===== src/rtl/fifo_pkg.sv =====
// Shared async-FIFO definitions: pointer type, depth helper and Gray/binary conversions
// used by both the read-side and write-side pointer controllers.
package fifo_pkg;

    localparam int FIFO_ADDRSIZE = 4;

    typedef logic [FIFO_ADDRSIZE:0] ptr_t;

    function automatic int fifo_depth(input int addrsize);
        return 1 << addrsize;
    endfunction

    // Both conversions are width-agnostic: zero-extended upper bits leave the result unchanged.
    function automatic logic [31:0] bin2gray(input logic [31:0] bin);
        return bin ^ (bin >> 1);
    endfunction

    function automatic logic [31:0] gray2bin(input logic [31:0] gray);
        logic [31:0] bin;
        bin[31] = gray[31];
        for (int i = 30; i >= 0; i--) begin
            bin[i] = bin[i+1] ^ gray[i];
        end
        return bin;
    endfunction

endpackage


===== src/rtl/gray2bin.sv =====
// Gray-to-binary converter: each binary bit is the XOR of all Gray bits at or above it.
module gray2bin #(
    parameter int W = 5
) (
    input  logic [W-1:0] gray,
    output logic [W-1:0] bin
);

    for (genvar i = 0; i < W; i++) begin : g_bit
        assign bin[i] = ^gray[W-1:i];
    end

endmodule


===== src/rtl/rptr_empty_lvl.sv =====
// Read-domain pointer/flag controller: Gray/binary read pointers, look-ahead empty, fill level,
// almost-empty. Define RPTR_UNDERFLOW_EN to add the sticky underflow flag.
module rptr_empty_lvl
    import fifo_pkg::*;
#(
    parameter int ADDRSIZE  = FIFO_ADDRSIZE,
    parameter int AE_THRESH = 2
) (
    input  logic                rclk,
    input  logic                rrst_n,
    input  logic                rinc,
    input  logic [ADDRSIZE:0]   wptr_sync,
    input  logic                uflow_clr,
    output logic [ADDRSIZE:0]   rptr,
    output logic [ADDRSIZE-1:0] raddr,
    output logic                rd_fire,
    output logic                empty,
    output logic                almost_empty,
    output logic [ADDRSIZE:0]   rlevel,
    output logic                uflow
);

    localparam int                DEPTH  = fifo_depth(ADDRSIZE);
    localparam logic [ADDRSIZE:0] AE_LVL = (ADDRSIZE + 1)'(AE_THRESH);

    if (AE_THRESH < 0 || AE_THRESH > DEPTH - 1) begin : g_bad_thresh
        $error("rptr_empty_lvl: AE_THRESH must lie in 0..DEPTH-1");
    end

    logic [ADDRSIZE:0] rbin;
    logic [ADDRSIZE:0] rbin_next;
    logic [ADDRSIZE:0] rptr_next;
    logic [ADDRSIZE:0] wbin_sync;
    logic [ADDRSIZE:0] level_next;

    gray2bin #(.W(ADDRSIZE + 1)) u_wptr_g2b (
        .gray (wptr_sync),
        .bin  (wbin_sync)
    );

    assign rd_fire    = rinc & ~empty;
    assign rbin_next  = rbin + {{ADDRSIZE{1'b0}}, rd_fire};
    assign rptr_next  = (rbin_next >> 1) ^ rbin_next;
    // Modular subtraction keeps the level correct across the pointer wrap; a full FIFO reads DEPTH.
    assign level_next = wbin_sync - rbin_next;
    assign raddr      = rbin[ADDRSIZE-1:0];

    // NOTE: non-blocking assignments so every flop samples the pre-edge values of its peers.
    always_ff @(posedge rclk or negedge rrst_n) begin
        if (!rrst_n) begin
            rbin         <= '0;
            rptr         <= '0;
            empty        <= 1'b1;
            almost_empty <= 1'b1;
            rlevel       <= '0;
        end else begin
            rbin         <= rbin_next;
            rptr         <= rptr_next;
            empty        <= (rptr_next == wptr_sync);
            almost_empty <= (level_next <= AE_LVL);
            rlevel       <= level_next;
        end
    end

`ifdef RPTR_UNDERFLOW_EN
    always_ff @(posedge rclk or negedge rrst_n) begin
        if (!rrst_n) begin
            uflow <= 1'b0;
        end else if (rinc & empty) begin
            uflow <= 1'b1;
        end else if (uflow_clr) begin
            uflow <= 1'b0;
        end
    end
`else
    logic unused_uflow_clr;

    assign uflow            = 1'b0;
    assign unused_uflow_clr = uflow_clr;
`endif

endmodule


===== config.mk =====
export PLATFORM = sky130hd
export DESIGN_NAME = rptr_empty_lvl
export DESIGN_NICKNAME = d
export VERILOG_FILES = /design/src/rtl/fifo_pkg.sv /design/src/rtl/gray2bin.sv /design/src/rtl/rptr_empty_lvl.sv
export SDC_FILE = /design/constraint.sdc
export NUM_CORES = 1
export LEC_CHECK = 0
export BUFFER_PORTS_ARGS = -buffer_cell sky130_fd_sc_hd__buf_2
export CAP_MARGIN = 20
export CORE_MARGIN = 2
export CORE_UTILIZATION = 50
export DETAILED_ROUTE_END_ITERATION = 6
export GPL_ROUTABILITY_DRIVEN = 0
export PLACE_DENSITY = 0.88
export SLEW_MARGIN = 10
export SYNTH_ARGS = -nofsm -noshare
export SYNTH_HDL_FRONTEND = slang
export SYNTH_HIERARCHICAL = 1
export SYNTH_SLANG_ARGS = --single-unit

===== constraint.sdc =====
create_clock -name rclk -period 2.78 [get_ports rclk]
set_input_delay 0.834 -clock rclk [delete_from_list [all_inputs] [get_ports rclk]]
set_output_delay 0.834 -clock rclk [all_outputs]
set_load 0.01 [all_outputs]

==> impl_metrics.toml, run 1 <==
[global_routing]
grt_pass1_wl_microns = 2860
grt-ovfl-total = 0
grt_max_degree = 17
grt_pass1_vias = 652
antenna_found_initial = 0
track_usage = 0.194

[power]
comb_power_share = 0.645
clkPwrFrac = 0.094
total_power_mw = 1.67
p_int_mw = 0.951
p_sw_frac = 0.432
vdd_drop_max_mv = 0.675
power_leakage_nw = 0.588
seqPwrFrac = 0.261
power_density_mw_per_mm2 = 1370
switchingPower_mw = 0.723

[timing]
final_max_slew_viol_count = 0
finalCriticalPeriod_ns = 2.63
rsz0062_at_grt = "false"
finalSetupTns_ns = 0
skew_ns = 0.00291
clock.fmax_ghz = 0.380
finalWorstSetupSlack_ns = 0.146
period_share = 0.947
setup_viol = 0
hold_viol = 0

[worst_setup_path]
timing.rr.start = "empty"
r2r_slack_ns = 0.34
cp.required_ns = 2.97
cp_slowest_stage_delay_ns = 0.35
slowest_stage = "a2111oi_2"
arrival_ns = 2.82
r2r-end = "rlevel[4]"
critPathCaptureType = "flop"
crit_chain = "buf_2 > xor2_2 > xnor3_1 > inv_1 > ha_1 > inv_1 > ha_1 > a2111oi_2 > nor3_1 > or2_2"
critPathCapture = "rlevel[4]"
critPathMaxFanout = 3
critical_path_class = "primary input to flop"
ff2ff_path_depth = 7
crit_start = "wptr_sync[4]"
startpoint_type = "primary input"

[placement]
post-place-ws_ns = -0.138
port_buffers = 24
dp_hpwl_microns = 1470
dp_cells = 140

[floorplanning]
dieArea_sq_mm = 0.00225
initial_utilization = 0.541
coreArea_sq_mm = 0.00175
die_x_microns = 47.5
die-height_microns = 47.5
row_count = 15
ios = 27

[final_layout]
stdcell_count = 144
nFillCells = 125
synthToLayoutAreaGrowth_pct = 29.3
drive_gt1_frac = 0.445
diodes = 0
fin_nets = 133

[logic_synthesis]
ys_types = 32
seq_area_frac_synth = 0.426
async_flop_share = 1.00
synth-seq-cells = 16
synthTopCellsByCount = "dfrtp_1 (14), xor2_1 (10), xnor2_1 (8)"
syn-num-nets = 93
synth_top_area_cell = "dfrtp_1"
yosysMostFrequentCell = "dfrtp_1"
synth-edff-count = 0
syn_area_per_cell_sq_um = 11.8
yosysWarnings = 6
synthesis.area_sq_um = 945
synthTopCellsByArea = "dfrtp_1 (37%), xor2_1 (9.3%), xnor2_1 (7.4%)"
synth_top_area_share = 0.371
ys.flop_type = "dfrtp_1"
syn_inst = 80

[detailed_routing]
route.detailed.drc = 0
drt-initial-drc-count = 3
drt_first_pass_iters = 4
drt.antenna.violating_nets = 0
wl_microns = 1920
viasPerCell = 4.85
wl_per_cell_microns = 13.3
via_count = 698

[clocking]
clk_latency_ns = 0.30
cts_buffers = 3
cts_root_buf = "clkbuf_4"
cts.clk_slew.worst_paths_ns = 0.10
post_cts_buffers = 0
cts_tree = "built"
clk_path_buf_depth = 2
cts.sinks = 16
htree_num_levels = 1

[flow_run]
cap_violations = 0

[worst_hold_path]
holdCritPathClass = "primary input to asynchronous set/reset pin"

[status]
status = "completed"
==> worst min path at each step <==
stage                     end  slack (ns)  depth (start not counted)
floorplan             rbin[0]        0.54                          0
global placement      rbin[0]        0.52                          1
detailed placement    rbin[0]        0.53                          1
CTS                   rbin[4]        0.44                          1
global route        rlevel[4]        0.46                          1
finish              rlevel[4]        0.42                          1
==> critical path: cells and delay by family <==
kind,cells,cell delay (ns)
XOR/XNOR,2,0.58
AND/OR/NAND/NOR,2,0.45
adder cells (fa/ha/maj),2,0.36
AO/OA/AOI/OAI,1,0.35
buffers and inverters,3,0.23
==> placed cells by master (no fill, tap or decap), drive strengths merged <==
cell and n:
a22oi 1, or3 3, nor2b 1, nand3 3, nand2b 1, and2 2, or2 1, conb 1
dfrtp 14, xor2 12, ha 4, o21a 2, dfstp 2, clkbuf 4, a211o 1, nand2 1
and3b 1, xnor2 9, mux2i 1, a2111oi 3, a211oi 1, inv 6, nor4b 1, o21ai 2
nor3 2, xnor3 1, nor2 1, buf 38
==> power by group through the flow <==
stage / registers, mW / logic, mW / clock network, mW
global placement: 0.434 / 0.990 / 0
detailed placement: 0.442 / 1.04 / 0
global route: 0.448 / 1.18 / 0.166
CTS: 0.437 / 1.06 / 0.158
finish: 0.437 / 1.08 / 0.158
floorplan: 0.499 / 0.642 / 0
==> per-layer routing <==
| metal | GRT usage | vias to the layer above | part of all wire |
|---|---|---|---|
| li1 | - | 343 | - |
| met1 | 0.216 | 329 | 0.43 |
| met2 | 0.341 | 21 | 0.51 |
| met3 | 0.0340 | 5 | 0.033 |
| met4 | 0.117 | 0 | 0.026 |
| met5 | 0 | - | 0 |
==> stage by stage <==
step | util | cell area (sq um) | hold WS [ns]
global route | 0.700 | 1220 | 0.462
finish | 0.700 | 1220 | 0.423
detailed placement | 0.673 | 1170 | 0.532
CTS | 0.694 | 1210 | 0.441
floorplan | - | 945 | 0.538
global placement | 0.673 | 1170 | 0.516
==> layout make-up <==
type | instances | area (sq um) | share of cell area
Clock buffer | 4 | 36.3 | 0.0297
Inverter | 6 | 22.5 | 0.0184
Multi-Input combinational cell | 55 | 503 | 0.412
Sequential cell | 16 | 403 | 0.330
Tap cell | 25 | 31.3 | 0.0256
Timing Repair Buffer | 38 | 225 | 0.184
==> state kept, by name, summed over array words and instances (netlist names) <==
signal / flops
almost_empty: 1
rptr: 4
empty: 1
rlevel: 5
rbin: 5
==> what timing repair did <==
action                                  in CTS  in global routing
hold buffers                                 0                  0
resized for setup                            0                  2
endpoints found under the setup margin       0                  1
==> cell families after synthesis <==
| family | count (synthesis) | synth area share |
|---|---|---|
| XOR/XNOR | 22 | 0.242 |
| AND/OR/NAND/NOR | 17 | 0.119 |
| flip-flops | 16 | 0.426 |
| AO/OA/AOI/OAI | 10 | 0.0927 |
| buffers and inverters | 9 | 0.0516 |
| adder cells (fa/ha/maj) | 4 | 0.0530 |
| other | 1 | 0.00397 |
| multiplexers | 1 | 0.0106 |
(Power assumes the default switching activity.)
==> run 2, diff against run 1 <==
==> constraint.sdc (replaced) <==
create_clock -name rclk -period 3 [get_ports rclk]
set_input_delay 0.9 -clock rclk [delete_from_list [all_inputs] [get_ports rclk]]
set_output_delay 0.9 -clock rclk [all_outputs]
set_load 0.01 [all_outputs]
==> impl_metrics.toml, run 2 (synthesized netlist as in run 1, its figures left out) <==
[worst_setup_path]
critPathMaxFanout = 3
arrival_ns = 2.87
startpoint_type = "primary input"
critical_path_class = "primary input to flop"
cp.required_ns = 3.20
critPathCaptureType = "flop"

[timing]
finalWorstSetupSlack_ns = 0.325
finalCriticalPeriod_ns = 2.68
final_max_slew_viol_count = 0
skew_ns = 0.00266
hold_viol = 0
finalSetupTns_ns = 0
setup_viol = 0
period_share = 0.892
clock.fmax_ghz = 0.374
rsz0062_at_grt = "false"
hold_ws_ns = 0.504

[floorplanning]
ios = 27
coreArea_sq_mm = 0.00175
die-height_microns = 47.5
row_count = 15
die_x_microns = 47.5
initial_utilization = 0.541
dieArea_sq_mm = 0.00225

[clocking]
htree_num_levels = 1
clk_path_buf_depth = 2
cts_hold_buffers = 0
cts.clk_slew.worst_paths_ns = 0.09
cts_resized = 0
cts_tree = "built"
cts.sinks = 16
clk_latency_ns = 0.29
cts_root_buf = "clkbuf_4"
post_cts_buffers = 0
cts_buffers = 3

[placement]
dp_hpwl_microns = 1500
postPlaceCellArea_sq_mm = 0.00112
port_buffers = 24
post-place-ws_ns = 0.0313

[final_layout]
nFillCells = 130
reg.largest.list = "rbin (5), rlevel (5), rptr (4)"
final_common_cell = "buf_2"
drive_gt1_frac = 0.393
postLayoutCellArea_sq_mm = 0.00116
diodes = 0
synthToLayoutAreaGrowth_pct = 22.6
fin_nets = 126
final_cell_mix = "buf_2 (24), dfrtp_1 (14), xor2_1 (10), xnor2_1 (8), buf_4 (7)"

[detailed_routing]
drt-initial-drc-count = 8
wl_microns = 1880
route.detailed.drc = 0
viasPerCell = 5.11
drt.antenna.violating_nets = 0
wl_per_cell_microns = 13.7
via_count = 700
drt_first_pass_iters = 4

[global_routing]
grt_pass1_vias = 700
track_usage = 0.199
antenna_found_initial = 0
grt-ovfl-total = 0
grt_pass1_wl_microns = 2990
grt_max_degree = 17

[power]
power_leakage_nw = 0.552
vdd_drop_max_mv = 0.546
power_density_mw_per_mm2 = 1290

[flow_run]
cap_violations = 0

[status]
status = "completed"

[worst_hold_path]
holdCritPathClass = "primary input to asynchronous set/reset pin"
run 2: cell count changes in the layout (fill, tap and decap cells not counted), sizes merged:
cell  change
buf       -7
run 2: layout make-up:
cell class	count	area [sq um]	share of cell area
Multi-Input combinational cell	55	493	0.425
Clock buffer	4	36.3	0.0313
Sequential cell	16	403	0.348
Timing Repair Buffer	31	173	0.149
Inverter	6	22.5	0.0194
Tap cell	25	31.3	0.0270
run 2: path summary, 6_finish.rpt:
path                              startpoint           end  slack [ns]  depth (start not counted)
worst min register to register       rbin[0]       rbin[0]        0.55                          1
max in group asynchronous             rrst_n  almost_empty        2.19                          1
worst max-delay path            wptr_sync[4]  almost_empty        0.32                         10
min in group rclk                    rbin[0]       rbin[0]        0.55                          1
worst min-delay path                  rrst_n       rbin[4]        0.50                          1
worst max register to register         empty         empty        0.52                          6
run 2: report_power, final:
part,switching (mW),total (mW),internal (mW)
registers,0.0690,0.405,0.336
logic,0.510,0.945,0.436
clock network,0.0679,0.142,0.0739
run 2: routing by layer:
layer,up-vias,track usage,part of all wire
met5,-,0,0
met4,0,0.161,0.046
met3,9,0.0377,0.042
met2,26,0.346,0.50
met1,335,0.208,0.41
li1,330,-,-
run 2: worst max-delay path: stages:
cell and delay (ns):
buf_2 0.13, xor2_2 0.22, xnor3_1 0.35, inv_1 0.07, ha_1 0.13, inv_1 0.05, ha_1 0.21, or3_1 0.39
a22oi_1 0.17, nor4b_1 0.24
run 2: metrics by stage:
stage               utilization  power (mW)  instances
floorplan                     -        1.06         80
global placement          0.643        1.29        133
detailed placement        0.643        1.35        133
CTS                       0.664        1.50        137
global route              0.664        1.61        137
finish                    0.664        1.49        137
